===== config.mk =====
export PLATFORM = sky130hd
export DESIGN_NAME = bram_read_responder
export DESIGN_NICKNAME = d
export VERILOG_FILES = /design/src/rtl/read_iface_pkg.sv /design/src/rtl/sync_word_fifo.sv /design/src/rtl/bram_read_responder.sv
export SDC_FILE = /design/constraint.sdc
export NUM_CORES = 1
export LEC_CHECK = 0
export BUFFER_PORTS_ARGS = -buffer_cell sky130_fd_sc_hd__buf_2
export CAP_MARGIN = 20
export CORE_MARGIN = 4
export CORE_UTILIZATION = 38
export CTS_BUF_LIST = sky130_fd_sc_hd__clkbuf_2 sky130_fd_sc_hd__clkbuf_4 sky130_fd_sc_hd__clkbuf_8
export DETAILED_ROUTE_END_ITERATION = 6
export PLACE_DENSITY_LB_ADDON = 0.25
export SLEW_MARGIN = 10
export SYNTH_ARGS = -nofsm -noshare
export SYNTH_HDL_FRONTEND = slang
export SYNTH_SLANG_ARGS = --single-unit

===== constraint.sdc =====
create_clock -name clk -period 2.3 [get_ports clk]
set_input_delay 0.575 -clock clk [delete_from_list [all_inputs] [get_ports clk]]
set_output_delay 0.575 -clock clk [all_outputs]
set_load 0.05 [all_outputs]

===== src/rtl/read_iface_pkg.sv =====
// Shared definitions for the sample-buffer read responder: FSM encoding,
// default burst length and the byte-lane order used when serialising words.
package read_iface_pkg;

  typedef enum logic [1:0] {
    IDLE       = 2'd0,
    WAIT_EMPTY = 2'd1,
    FETCH      = 2'd2,
    DONE       = 2'd3
  } state_t;

  localparam int BURST_WORDS_DEF = 16;

  // Serial position p takes byte lane LANE_ORDER[2p+1:2p]: little-endian.
  localparam logic [7:0] LANE_ORDER = 8'b11_10_01_00;

  function automatic logic [7:0] lane_byte(input logic [31:0] word, input logic [1:0] pos);
    logic [1:0] lane;
    lane = LANE_ORDER[2*pos +: 2];
    return word[8*lane +: 8];
  endfunction

endpackage


===== src/rtl/sync_word_fifo.sv =====
// Single-clock word FIFO, depth 2^FIFO_AW, registered dout updated the cycle after rd_en.
// rd_en while empty is ignored; the writer guarantees it never writes when full.
module sync_word_fifo #(
  parameter int FIFO_AW = 4,
  parameter int DW      = 32
) (
  input  logic          clk,
  input  logic          reset,
  input  logic          wr_en,
  input  logic [DW-1:0] din,
  input  logic          rd_en,
  output logic [DW-1:0] dout,
  output logic          empty,
  output logic          full
);

  logic [DW-1:0]    mem [2**FIFO_AW];
  logic [FIFO_AW:0] wr_ptr;
  logic [FIFO_AW:0] rd_ptr;

  // Extra pointer bit distinguishes full from empty when the indices match.
  assign empty = (wr_ptr == rd_ptr);
  assign full  = (wr_ptr[FIFO_AW] != rd_ptr[FIFO_AW]) &&
                 (wr_ptr[FIFO_AW-1:0] == rd_ptr[FIFO_AW-1:0]);

  always_ff @(posedge clk) begin
    if (wr_en) mem[wr_ptr[FIFO_AW-1:0]] <= din;
  end

  always_ff @(posedge clk) begin
    if (reset) begin
      wr_ptr <= '0;
      rd_ptr <= '0;
      dout   <= '0;
    end else begin
      if (wr_en) wr_ptr <= wr_ptr + (FIFO_AW+1)'(1);
      if (rd_en && !empty) begin
        dout   <= mem[rd_ptr[FIFO_AW-1:0]];
        rd_ptr <= rd_ptr + (FIFO_AW+1)'(1);
      end
    end
  end

endmodule


===== src/rtl/bram_read_responder.sv =====
// Answers a level read request with a BURST_WORDS fetch from sample memory, serialised LE to bytes.
// rd_done after BURST_WORDS+3 cycles when drained; a new fetch waits until every byte is popped.
module bram_read_responder
  import read_iface_pkg::*;
#(
  parameter int AW          = 28,
  parameter int BURST_WORDS = BURST_WORDS_DEF,
  parameter int FIFO_AW     = 4
) (
  input  logic          clk,
  input  logic          reset,
  input  logic          rd_req,
  input  logic [29:0]   rd_addr,
  output logic          rd_done,
  output logic          busy,
  output logic          mem_rd_en,
  output logic [AW-1:0] mem_addr,
  input  logic [31:0]   mem_rdata,
  input  logic          fifo_rd_en,
  output logic          fifo_empty,
  output logic [7:0]    fifo_dout
);

  localparam int ICW = $clog2(BURST_WORDS + 1);
  localparam int WCW = $clog2(BURST_WORDS);

  state_t         state;
  logic           rd_req_q;
  logic [AW-1:0]  base_addr;
  logic [ICW-1:0] issue_cnt;
  logic [WCW-1:0] wr_cnt;
  logic           rd_pend;

  logic           wf_rd_en;
  logic [31:0]    wf_dout;
  logic           wf_empty;
  logic           wf_full;

  logic           ser_vld;
  logic [1:0]     byte_idx;
  logic           byte_pop;
  logic           drained;

  logic           unused_addr_bits;
  assign unused_addr_bits = ^rd_addr[1:0];

  // rd_pend marks the cycle mem_rdata is valid; it doubles as the FIFO write strobe.
  sync_word_fifo #(
    .FIFO_AW (FIFO_AW),
    .DW      (32)
  ) u_word_fifo (
    .clk   (clk),
    .reset (reset),
    .wr_en (rd_pend),
    .din   (mem_rdata),
    .rd_en (wf_rd_en),
    .dout  (wf_dout),
    .empty (wf_empty),
    .full  (wf_full)
  );

  assign drained = wf_empty && !ser_vld;

  always_ff @(posedge clk) begin
    if (reset) begin
      state     <= IDLE;
      rd_done   <= 1'b0;
      busy      <= 1'b0;
      mem_rd_en <= 1'b0;
      mem_addr  <= '0;
      base_addr <= '0;
      issue_cnt <= '0;
      wr_cnt    <= '0;
      rd_pend   <= 1'b0;
      rd_req_q  <= 1'b0;
    end else begin
      rd_req_q <= rd_req;
      rd_pend  <= mem_rd_en;
      case (state)
        IDLE: begin
          if (rd_req && !rd_req_q) begin
            base_addr <= rd_addr[AW+1:2];
            busy      <= 1'b1;
            state     <= WAIT_EMPTY;
          end
        end
        WAIT_EMPTY: begin
          if (drained) begin
            mem_rd_en <= 1'b1;
            mem_addr  <= base_addr;
            issue_cnt <= ICW'(1);
            wr_cnt    <= '0;
            state     <= FETCH;
          end
        end
        FETCH: begin
          if (issue_cnt != ICW'(BURST_WORDS)) begin
            mem_rd_en <= 1'b1;
            mem_addr  <= mem_addr + AW'(1);
            issue_cnt <= issue_cnt + ICW'(1);
          end else begin
            mem_rd_en <= 1'b0;
          end
          // A request dropped mid-burst still loads everything, it just skips DONE.
          if (rd_pend) begin
            wr_cnt <= wr_cnt + WCW'(1);
            if (wr_cnt == WCW'(BURST_WORDS - 1)) begin
              if (rd_req) begin
                rd_done <= 1'b1;
                state   <= DONE;
              end else begin
                busy  <= 1'b0;
                state <= IDLE;
              end
            end
          end
        end
        DONE: begin
          if (!rd_req) begin
            rd_done <= 1'b0;
            busy    <= 1'b0;
            state   <= IDLE;
          end
        end
        default: state <= IDLE;
      endcase
    end
  end

  // The serialiser reads bytes straight out of the word FIFO's output register and
  // refills it on the same cycle the last byte leaves, so bytes stream back to back.
  assign byte_pop   = fifo_rd_en && ser_vld;
  assign wf_rd_en   = !wf_empty && (!ser_vld || (byte_pop && byte_idx == 2'd3));
  assign fifo_empty = !ser_vld;

  always_ff @(posedge clk) begin
    if (reset) begin
      ser_vld   <= 1'b0;
      byte_idx  <= 2'd0;
      fifo_dout <= 8'd0;
    end else begin
      if (byte_pop) begin
        fifo_dout <= lane_byte(wf_dout, byte_idx);
        byte_idx  <= byte_idx + 2'd1;
      end
      if (wf_rd_en) ser_vld <= 1'b1;
      else if (byte_pop && byte_idx == 2'd3) ser_vld <= 1'b0;
    end
  end

  always_ff @(posedge clk) begin
    if (!reset) assert (!(rd_pend && wf_full));
  end

endmodule

==> impl_metrics.ini, run 1 <==
[sta]
fin_crit_ns = 2.09
fin_tns_setup_ns = 0
maxClockFrequency_ghz = 0.478
actual_transition_at_the_worst_max_transition_pin_ns = 0.599
setup-violations-final = 0
maxSlewViolCount = 0
final.period_utilization_pct = 91.0
timing.hold.ws_ns = 0.111
rsz_0062_raised_after_global_routing = no
finalHoldViolations = 0
headroom_to_the_max_slew_limit_pct = 59.8
finClkSkew_ns = 0.0510
final_critical_path_setup_slack_ns = 0.206

[clocking]
cts_tree = yes
cts_root_buf = sky130_fd_sc_hd__clkbuf_8
cts-buffers-inserted = 104
h-tree-depth = 3
number_of_sinks_driven_by_the_clock_tree = 637
cts_resized = 0
post-cts-setup-buffers = 0
cts.hold.buffers_added = 0
cts.path.max_buffers = 3
clkSlewWorstSetupHoldPaths_ns = 0.06
clk-insertion-delay-late_ns = 0.70

[place]
port_buffers = 103
dp.cells = 2516
placement.setup.worst_slack_ns = 0.235
finalWeightedCongestion = 0.787
hpwlAfterDp_um = 37800

[worst_setup_path]
timing.critical_path.buf_inv = 1
slowest_cp_cell = sky130_fd_sc_hd__dfxtp_1
timing.critical_path.to_type = output port
crit_chain = buf_2
worstSetupPathType = register to output port
path_max_fanout = 9
ff2ff_setup_slack_ns = 0.26
r2r-start = mem_addr[0]
r2r_cells = 5
timing.rr.end = mem_addr[20]
crit_path_start_kind = register
critPathRequiredTime_ns = 1.73
slowest_delay_ns = 0.49
worst_path_dominant_cell_family = flip-flops
arrival_ns = 1.52

[die]
die_area_um2 = 70600
boundaryPins = 106
die_y_um = 266
coreArea_um2 = 65700
std_cell_rows = 94
starting_density_of_the_core_pct = 38.4
die_width_um = 266

[cells_and_area]
number_of_non_filler_instances_in_the_completed_layout = 2710
drive_gt1_share_pct = 30.1
fill_cells = 5788
area_growth_syn_to_layout_pct = 17.6
nNetsFinal = 1834
finalCoreUtilization_pct = 45.1

[synthesis]
yosys_warnings = 0
netlist-cell-type-count = 67
synth-seq-cells = 637
syn_area_um2 = 25200
synth_enable_flop_cells = 512
cells_after_synth = 1559
ys.flop_type = sky130_fd_sc_hd__edfxtp_1
mappedNetlistNets = 1635
ys_async_sr_fraction_pct = 0
synth.yosys.seq_area_share_pct = 70.8
synthesis.area_per_instance_um2 = 16.2

[drt]
routedWlPerCell_um = 23.7
first_pass_iters = 5
detail_route.wirelength_um = 64300
antenna_left = 0
first_iter_violations = 1188
route.detailed.vias_per_inst = 5.45
vias = 14800
drc_viols = 0

[power_and_ir_drop]
power.net_switching_mw = 7.32
pwr-share-seq_pct = 47.6
cellPowerDensity_nw_per_um2 = 941
combinationalPowerShare_pct = 15.5
power.share.switching_pct = 26.2
cellInternalPower_mw = 20.6
clock_power_share_pct = 36.8
max-vdd-ir-drop_uv = 548
power.static_leakage_nw = 9.60

[global_routing]
first_global_vias = 14700
grt_start_max_net_pins = 61
initial_antenna_violation_count = 5
globalRouteTotalUtil_pct = 17.8
wire_length_of_the_first_global_routing_pass_um = 94800
globalRoute.totalOverflow = 0

[hold_path]
timing.hold.worst.class = input pin to register
timing.hold.worst_path_depth = 3
hold_start = rd_addr[12]
hold_path_end = base_addr[10]

[flow_run]
max-cap-violations = 0

[status]
outcome = finished, final reports clean
through the flow:
stage / cell area, um2 / power [mW]
2_1_floorplan: 25200 / 16.4
3_3_place_gp: 27400 / 17.8
3_5_place_dp: 27400 / 17.9
4_1_cts: 29700 / 28.2
5_1_grt: 29700 / 29.1
6_report: 29700 / 27.9
flip-flops by register name, indices dropped and copies added (netlist names):
name and cells:
base_addr 28, busy 1, byte_idx 2, fifo_dout 8, issue_cnt 5, mem_addr 28, mem_rd_en 1, rd_done 1
rd_pend 1, rd_req_q 1, ser_vld 1, state 2, u_word_fifo.dout 32, u_word_fifo.mem 512, u_word_fifo.rd_ptr 5, u_word_fifo.wr_ptr 5
wr_cnt 4
routing by layer:
layer,wire length [um],track usage (%),vias to the layer above
li1,-,-,6595
met2,30200,28.4,444
met3,3810,3.76,116
met1,28600,25.0,7609
met5,54,0,-
met4,1580,5.16,6
cells in the mapped netlist (27+ instances only):
| cell | n | area [um2] |
|---|---|---|
| sky130_fd_sc_hd__a21oi_1 | 75 | 375 |
| sky130_fd_sc_hd__a221oi_1 | 32 | 280 |
| sky130_fd_sc_hd__a32o_1 | 33 | 330 |
| sky130_fd_sc_hd__buf_2 | 57 | 285 |
| sky130_fd_sc_hd__clkbuf_1 | 27 | 101 |
| sky130_fd_sc_hd__dfxtp_1 | 125 | 2500 |
| sky130_fd_sc_hd__edfxtp_1 | 512 | 15400 |
| sky130_fd_sc_hd__mux2_2 | 64 | 721 |
| sky130_fd_sc_hd__mux2i_1 | 99 | 991 |
| sky130_fd_sc_hd__mux4_2 | 72 | 1620 |
| sky130_fd_sc_hd__nand2_1 | 149 | 559 |
| sky130_fd_sc_hd__nor2_1 | 41 | 154 |
| sky130_fd_sc_hd__o22ai_1 | 34 | 213 |
how the worst max path moves through the flow:
stage / startpoint / endpoint / slack [ns] / cells after the start
6_report: mem_addr[7] / mem_addr[7] / 0.21 / 1
3_3_place_gp: u_word_fifo.rd_ptr[0] / u_word_fifo.dout[0] / 0.25 / 5
2_1_floorplan: mem_addr[0] / mem_addr[20] / 0.14 / 5
4_1_cts: mem_addr[5] / mem_addr[5] / 0.15 / 1
5_1_grt: mem_addr[5] / mem_addr[5] / 0.13 / 1
3_5_place_dp: u_word_fifo.rd_ptr[0] / u_word_fifo.dout[0] / 0.23 / 5
worst reg2reg max path, cell delays in order, from the launching register on:
cell and delay [ns]:
sky130_fd_sc_hd__dfxtp_1 0.33, sky130_fd_sc_hd__ha_1 0.25, sky130_fd_sc_hd__nand4_2 0.23, sky130_fd_sc_hd__nor4_2 0.61, sky130_fd_sc_hd__a31oi_1 0.16, sky130_fd_sc_hd__a2111oi_1 0.33
power by group through the flow:
stage	combinational [mW]	sequential (mW)	clock, mW
after floorplan	2.93	13.5	0
after global placement	4.32	13.5	0
after detailed placement	4.38	13.5	0
after CTS	4.40	13.3	10.6
after global routing	4.68	13.3	11.1
final	4.34	13.3	10.3
placed cells by master, fill, tap and decap left out, drive strengths merged, types with 9 or more instances in the layout:
master / netlist / layout
a211oi: 11 / 11
a21oi: 76 / 76
a221oi: 32 / 32
a31oi: 9 / 9
a32o: 33 / 33
and2: 20 / 20
buf: 71 / 191
clkbuf: 27 / 154
clkinv: 0 / 29
dfxtp: 125 / 125
edfxtp: 512 / 512
ha: 10 / 10
inv: 8 / 12
mux2: 64 / 64
mux2i: 99 / 99
mux4: 72 / 72
nand2: 149 / 149
nand3: 17 / 17
nand4: 18 / 18
nor2: 44 / 44
nor3: 9 / 9
o21ai: 26 / 26
o22ai: 34 / 34
or3: 9 / 9
xnor2: 9 / 9
cell families after synthesis:
| group | Yosys count | synth area share [%] |
|---|---|---|
| muxes | 235 | 13.2 |
| DFF | 637 | 70.8 |
| buffers and inverters | 106 | 2.08 |
| xor gates and xnor gates | 13 | 0.511 |
| adders and majority gates | 10 | 0.496 |
| AOI/OAI and AO/OA | 255 | 7.13 |
| and+or+nand+nor | 303 | 5.73 |
area by class of cell:
| cell class | count | area [um2] | share of cell area [%] |
|---|---|---|---|
| timing repair buffer | 191 | 1570 | 5.28 |
| tap | 864 | 1080 | 3.64 |
| sequential | 637 | 17900 | 60.3 |
| clock buffer | 154 | 1890 | 6.39 |
| inverter | 8 | 30.0 | 0.101 |
| antenna | 1 | 2.50 | 0.00844 |
| clock inverter | 39 | 324 | 1.09 |
| multi-input combinational | 816 | 6880 | 23.2 |
(Power assumes the default switching activity.)
==> run 2, diff against run 1 <==
CORE_UTILIZATION = 27   (was 38)
==> impl_metrics.ini, run 2 (synthesis gave the netlist of run 1 again) <==
[drt]
antenna_left = 0
first_iter_violations = 997
drc_viols = 0
route.detailed.vias_per_inst = 4.72
first_pass_iters = 5
routedWlPerCell_um = 21.4
vias = 14600
detail_route.wirelength_um = 66200

[die]
boundaryPins = 106
die_width_um = 314
die_y_um = 314
coreArea_um2 = 92200
die_area_um2 = 98400
starting_density_of_the_core_pct = 27.4
std_cell_rows = 111

[cells_and_area]
final_common_cell = sky130_fd_sc_hd__edfxtp_1
area_growth_syn_to_layout_pct = 19.5
drive_gt1_share_pct = 30.0
layout.cells.most_common_list = 512 x sky130_fd_sc_hd__edfxtp_1, 149 x sky130_fd_sc_hd__nand2_1, 127 x sky130_fd_sc_hd__clkbuf_8, 121 x sky130_fd_sc_hd__dfxtp_1, 102 x sky130_fd_sc_hd__buf_2
max_ffs_per_register = 512
finalCoreUtilization_pct = 32.7
nNetsFinal = 1830

[sta]
finClkSkew_ns = 0.0601
setup-violations-final = 0
actual_transition_at_the_worst_max_transition_pin_ns = 0.613
timing.hold.ws_ns = 0.115
maxClockFrequency_ghz = 0.472
rsz_0062_raised_after_global_routing = no
final.period_utilization_pct = 92.1
fin_crit_ns = 2.12
finalHoldViolations = 0
headroom_to_the_max_slew_limit_pct = 59.1
maxSlewViolCount = 0
fin_tns_setup_ns = 0

[hold_path]
hold_start = rd_addr[18]
timing.hold.worst.class = input pin to register

[place]
finalWeightedCongestion = 0.783
port_buffers = 103
hpwlAfterDp_um = 40000

[worst_setup_path]
worst_path_dominant_cell_family = flip-flops
timing.critical_path.buf_inv = 1
timing.critical_path.to_type = output port
arrival_ns = 1.54
r2r-start = u_word_fifo.rd_ptr[0]
critical_path.startpoint = mem_addr[5]
slowest_delay_ns = 0.51
crit_chain = buf_2
critPathRequiredTime_ns = 1.73
path_max_fanout = 8
crit_path_start_kind = register
worstSetupPathType = register to output port
slowest_cp_cell = sky130_fd_sc_hd__dfxtp_1

[power_and_ir_drop]
cellPowerDensity_nw_per_um2 = 940
report.power.total_mw = 28.3
power.static_leakage_nw = 9.60
max-vdd-ir-drop_uv = 490

[global_routing]
initial_antenna_violation_count = 7
wire_length_of_the_first_global_routing_pass_um = 98300
first_global_vias = 15300
globalRoute.totalOverflow = 0
grt_start_max_net_pins = 58
globalRouteTotalUtil_pct = 13.3

[clocking]
h-tree-depth = 3
cts_tree = yes
clk-insertion-delay-late_ns = 0.73
cts.path.max_buffers = 3
post-cts-setup-buffers = 0
cts_root_buf = sky130_fd_sc_hd__clkbuf_8
cts_resized = 0
clkSlewWorstSetupHoldPaths_ns = 0.06
cts.hold.buffers_added = 0
cts-buffers-inserted = 108
number_of_sinks_driven_by_the_clock_tree = 637

[status]
outcome = finished, final reports clean

[flow_run]
max-cap-violations = 0
-- run 2: cell count changes in the layout (fill, tap and decap cells not counted), sizes merged --
cell	change
bufinv	-1
diode	+3
clkbuf	+15
clkinvlp	-1
buf	-8
clkinv	-4
-- run 2: path summary, 6_finish.rpt --
kind         cells past startpoint  slack, ns                   end
min                              3       0.12         base_addr[16]
max reg2reg                      5       0.23  u_word_fifo.dout[16]
min reg2reg                      2       0.46          base_addr[0]
max                              1       0.18           mem_addr[5]
-- run 2: report_power, final --
| part | switching [mW] | internal, mW | leakage [nW] |
|---|---|---|---|
| combinational | 2.41 | 1.94 | 2.74 |
| sequential | 0.453 | 12.8 | 5.62 |
| clock | 4.62 | 6.07 | 1.25 |
-- run 2: final cells by class --
class / count / area (um2)
inverters: 8 / 30.0
multi-input cells: 816 / 6890
flip-flops and latches: 637 / 17900
repair buffers: 183 / 1440
clock buffers: 169 / 2060
clock inverters: 33 / 270
fillers: 9070 / 62100
well taps: 1243 / 1560
diodes: 4 / 10.0
-- run 2: layer usage --
metal	vias to the layer above	part of all wire (%)	GRT usage, %
met3	135	5.6	3.05
met5	-	0.030	0
met2	402	48	22.1
met1	7454	43	17.1
met4	2	2.8	4.61
li1	6601	-	-
-- run 2: per-stage QoR --
stage                     cell area, um2  cells  worst slack (ns)
after floorplan                    25200   1559             0.143
after global placement             27800   2887             0.230
after detailed placement           27800   2887             0.199
after CTS                          30100   3089             0.115
after global routing               30100   3090            0.0821
final                              30100   3093             0.183
==> run 3, diff against run 2 <==
ABC_AREA = 1   (was default)
==> impl_metrics.ini, run 3 <==
[global_routing]
use_met3_pct = 2.68
first_global_vias = 18100
initial_antenna_violation_count = 9
globalRoute.totalOverflow = 0
groute.layer.met1.usage_pct = 20.0
wire_length_of_the_first_global_routing_pass_um = 113000
grt_start_max_net_pins = 113
globalRouteTotalUtil_pct = 14.9
grt_use_met2_pct = 24.5
grt-busiest-layer = met2

[synthesis]
synth.mux.area_fraction_pct = 0
netlist-cell-type-count = 39
netlist.top_cell.by_area = sky130_fd_sc_hd__edfxtp_1
synth.cells.most_frequent = 512 x sky130_fd_sc_hd__edfxtp_1, 493 x sky130_fd_sc_hd__nor2_1, 367 x sky130_fd_sc_hd__o21ai_0
adder_cell_share_of_the_synthesized_area_pct = 0.486
synth.top_cell.area_share_pct = 59.7
cells_after_synth = 2334
syn_area_um2 = 25700
synth_top_family_by_area = simple AND/OR/NAND/NOR gates
synth_compound_gate_area_share_pct = 13.0
ys_async_sr_fraction_pct = 0
yosys_warnings = 0
post_synth_and_or_nand_nor_area_fraction_pct = 13.4
synthMostInstantiatedCell = sky130_fd_sc_hd__edfxtp_1
synthesis.area_per_instance_um2 = 11.0
area_share_of_xor_xnor_cells_in_the_synthesized_design_pct = 0.301
synth_enable_flop_cells = 512
synth-seq-cells = 637
post_synth_main_area_contributors = sky130_fd_sc_hd__edfxtp_1 60%, sky130_fd_sc_hd__dfxtp_1 9.7%, sky130_fd_sc_hd__nor2_1 7.2%
synth.yosys.seq_area_share_pct = 69.4
mappedNetlistNets = 2410
ys.flop_type = sky130_fd_sc_hd__edfxtp_1

[worst_setup_path]
timing.critical_path.to_type = output port
path_max_fanout = 2
slowest_cp_cell = sky130_fd_sc_hd__dfxtp_1
worst_path_dominant_cell_family = flip-flops
slowest_delay_ns = 0.46
critPathRequiredTime_ns = 1.73
crit_chain = buf_2
worstSetupPathType = register to output port
timing.rr.end = mem_addr[20]
timing.critical_path.buf_inv = 1
r2r-start = u_word_fifo.wr_ptr[3]
r2r_cells = 11
crit_path_start_kind = register
critical_path_cell_count = 1
arrival_ns = 1.52
ff2ff_setup_slack_ns = 0.27

[clocking]
cts-buffers-inserted = 103
number_of_sinks_driven_by_the_clock_tree = 637
clk-insertion-delay-late_ns = 0.74
cts.hold.buffers_added = 0
post-cts-setup-buffers = 0
cts_tree = yes
cts_resized = 0
clkSlewWorstSetupHoldPaths_ns = 0.06
cts.path.max_buffers = 3
cts_root_buf = sky130_fd_sc_hd__clkbuf_8
h-tree-depth = 3

[power_and_ir_drop]
max-vdd-ir-drop_uv = 689
clock_power_share_pct = 29.3
combinationalPowerShare_pct = 29.7
cellInternalPower_mw = 21.8
pwr-share-seq_pct = 41.0
power.share.switching_pct = 36.6
power.static_leakage_nw = 10.4
cellPowerDensity_nw_per_um2 = 1130
power.net_switching_mw = 12.6

[status]
outcome = finished, final reports clean

[place]
finalWeightedCongestion = 0.824
port_buffers = 103
dp.cells = 3616
placement.setup.worst_slack_ns = 0.321
hpwlAfterDp_um = 41200
postPlaceCellArea_um2 = 28200

[cells_and_area]
final_common_cell = sky130_fd_sc_hd__edfxtp_1
nNetsFinal = 2532
area_of_combinational_cells_with_multiple_inputs_um2 = 7120
ff_latch_area_um2 = 17900
drive_gt1_share_pct = 15.3
layout.cell_area.non_filler_um2 = 30300
max_ffs_per_register = 512
fill_cells = 9592
number_of_non_filler_instances_in_the_completed_layout = 3812
layout.cells.most_common_list = 512 x sky130_fd_sc_hd__edfxtp_1, 475 x sky130_fd_sc_hd__nor2_1, 367 x sky130_fd_sc_hd__o21ai_0, 265 x sky130_fd_sc_hd__nand2_1, 122 x sky130_fd_sc_hd__dfxtp_1
finalCoreUtilization_pct = 32.0
area_growth_syn_to_layout_pct = 17.8

[sta]
final.period_utilization_pct = 91.3
finalHoldViolations = 0
timing.hold.ws_ns = 0.137
final_critical_path_setup_slack_ns = 0.201
rsz_0062_raised_after_global_routing = no
setup-violations-final = 0
finClkSkew_ns = 0.0696
headroom_to_the_max_slew_limit_pct = 32.8
actual_transition_at_the_worst_max_transition_pin_ns = 1.01
fin_crit_ns = 2.10
maxSlewViolCount = 0
maxClockFrequency_ghz = 0.476

[flow_run]
max-cap-violations = 0

[drt]
drc_viols = 0
antenna_left = 0
detail_route.wirelength_um = 76400
route.detailed.vias_per_inst = 4.83
first_pass_iters = 5
first_iter_violations = 1514
routedWlPerCell_um = 20.0
vias = 18400

[die]
die_width_um = 317
coreArea_um2 = 94900
die_area_um2 = 100000
starting_density_of_the_core_pct = 27.1
std_cell_rows = 113
die_y_um = 317
boundaryPins = 106

[hold_path]
timing.hold.worst_path_depth = 3
timing.hold.worst.class = input pin to register
hold_start = rd_addr[8]
hold_path_end = base_addr[6]
[run 3: cell count changes after synthesis, sizes merged, moves of 32 or more]
| cell | before | now |
|---|---|---|
| inv | 8 | 68 |
| nand3 | 17 | 85 |
| mux4 | 72 | 0 |
| mux2 | 64 | 0 |
| o21ai | 26 | 383 |
| o221ai | 1 | 43 |
| nor2 | 44 | 494 |
| o22ai | 34 | 94 |
| nand2 | 149 | 266 |
| clkbuf | 27 | 92 |
| a32o | 33 | 0 |
| mux2i | 99 | 0 |
| a221oi | 32 | 0 |
[run 3: cell families after synthesis]
| family | count (synthesis) |
|---|---|
| DFF | 637 |
| adders and majority gates | 10 |
| and+or+nand+nor | 863 |
| xor gates and xnor gates | 8 |
| AOI/OAI and AO/OA | 603 |
| buffers and inverters | 213 |
[run 3: power groups by stage]
stage / Sequential [mW] / Clock (mW) / Combinational (mW)
final: 14.1 / 10.1 / 10.2
after global routing: 14.2 / 10.9 / 11.4
after CTS: 14.1 / 10.4 / 10.3
after detailed placement: 14.3 / 0 / 10.3
after global placement: 14.3 / 0 / 10.1
after floorplan: 14.7 / 0 / 6.40
[run 3: worst max path at each step]
stage | from | to | slack [ns]
floorplan | rd_pend | u_word_fifo.mem[7][0] | -0.25
global placement | u_word_fifo.wr_ptr[1] | mem_addr[20] | 0.36
detailed placement | u_word_fifo.wr_ptr[1] | mem_addr[20] | 0.32
CTS | fifo_dout[1] | fifo_dout[1] | 0.12
global route | u_word_fifo.wr_ptr[3] | mem_addr[18] | 0.07
finish | fifo_dout[1] | fifo_dout[1] | 0.20
[run 3: cell type report]
cell class / count / share of cell area (%)
Inverter: 70 / 0.887
Clock buffer: 168 / 6.55
Antenna cell: 3 / 0.0248
Timing Repair Buffer: 160 / 4.31
Tap cell: 1265 / 5.22
Multi-Input combinational cell: 1484 / 23.5
Sequential cell: 637 / 59.0
Clock inverter: 25 / 0.561
[run 3: metrics by stage]
stage	total power, mW	TNS [ns]
floorplan	21.1	-85.70
global placement	24.4	0
CTS	34.8	0
finish	34.4	0
global route	36.5	0
detailed placement	24.6	0
[run 3: routing by layer]
metal	part of all wire (%)	routed length [um]
met1	44	33900
met2	47	35900
met3	5.8	4420
met4	2.8	2140
met5	0.033	25
[run 3: worst register-to-register path: stages (launching register included)]
cell and delay, ns:
sky130_fd_sc_hd__dfxtp_1 0.35, sky130_fd_sc_hd__inv_1 0.12, sky130_fd_sc_hd__nand2_1 0.07, sky130_fd_sc_hd__nand2_1 0.10, sky130_fd_sc_hd__nand3_2 0.14, sky130_fd_sc_hd__nor2_4 0.14
sky130_fd_sc_hd__nand3_2 0.26, sky130_fd_sc_hd__nand2_2 0.19, sky130_fd_sc_hd__buf_4 0.28, sky130_fd_sc_hd__nand3_1 0.12, sky130_fd_sc_hd__nand2_1 0.08, sky130_fd_sc_hd__nor2_1 0.05
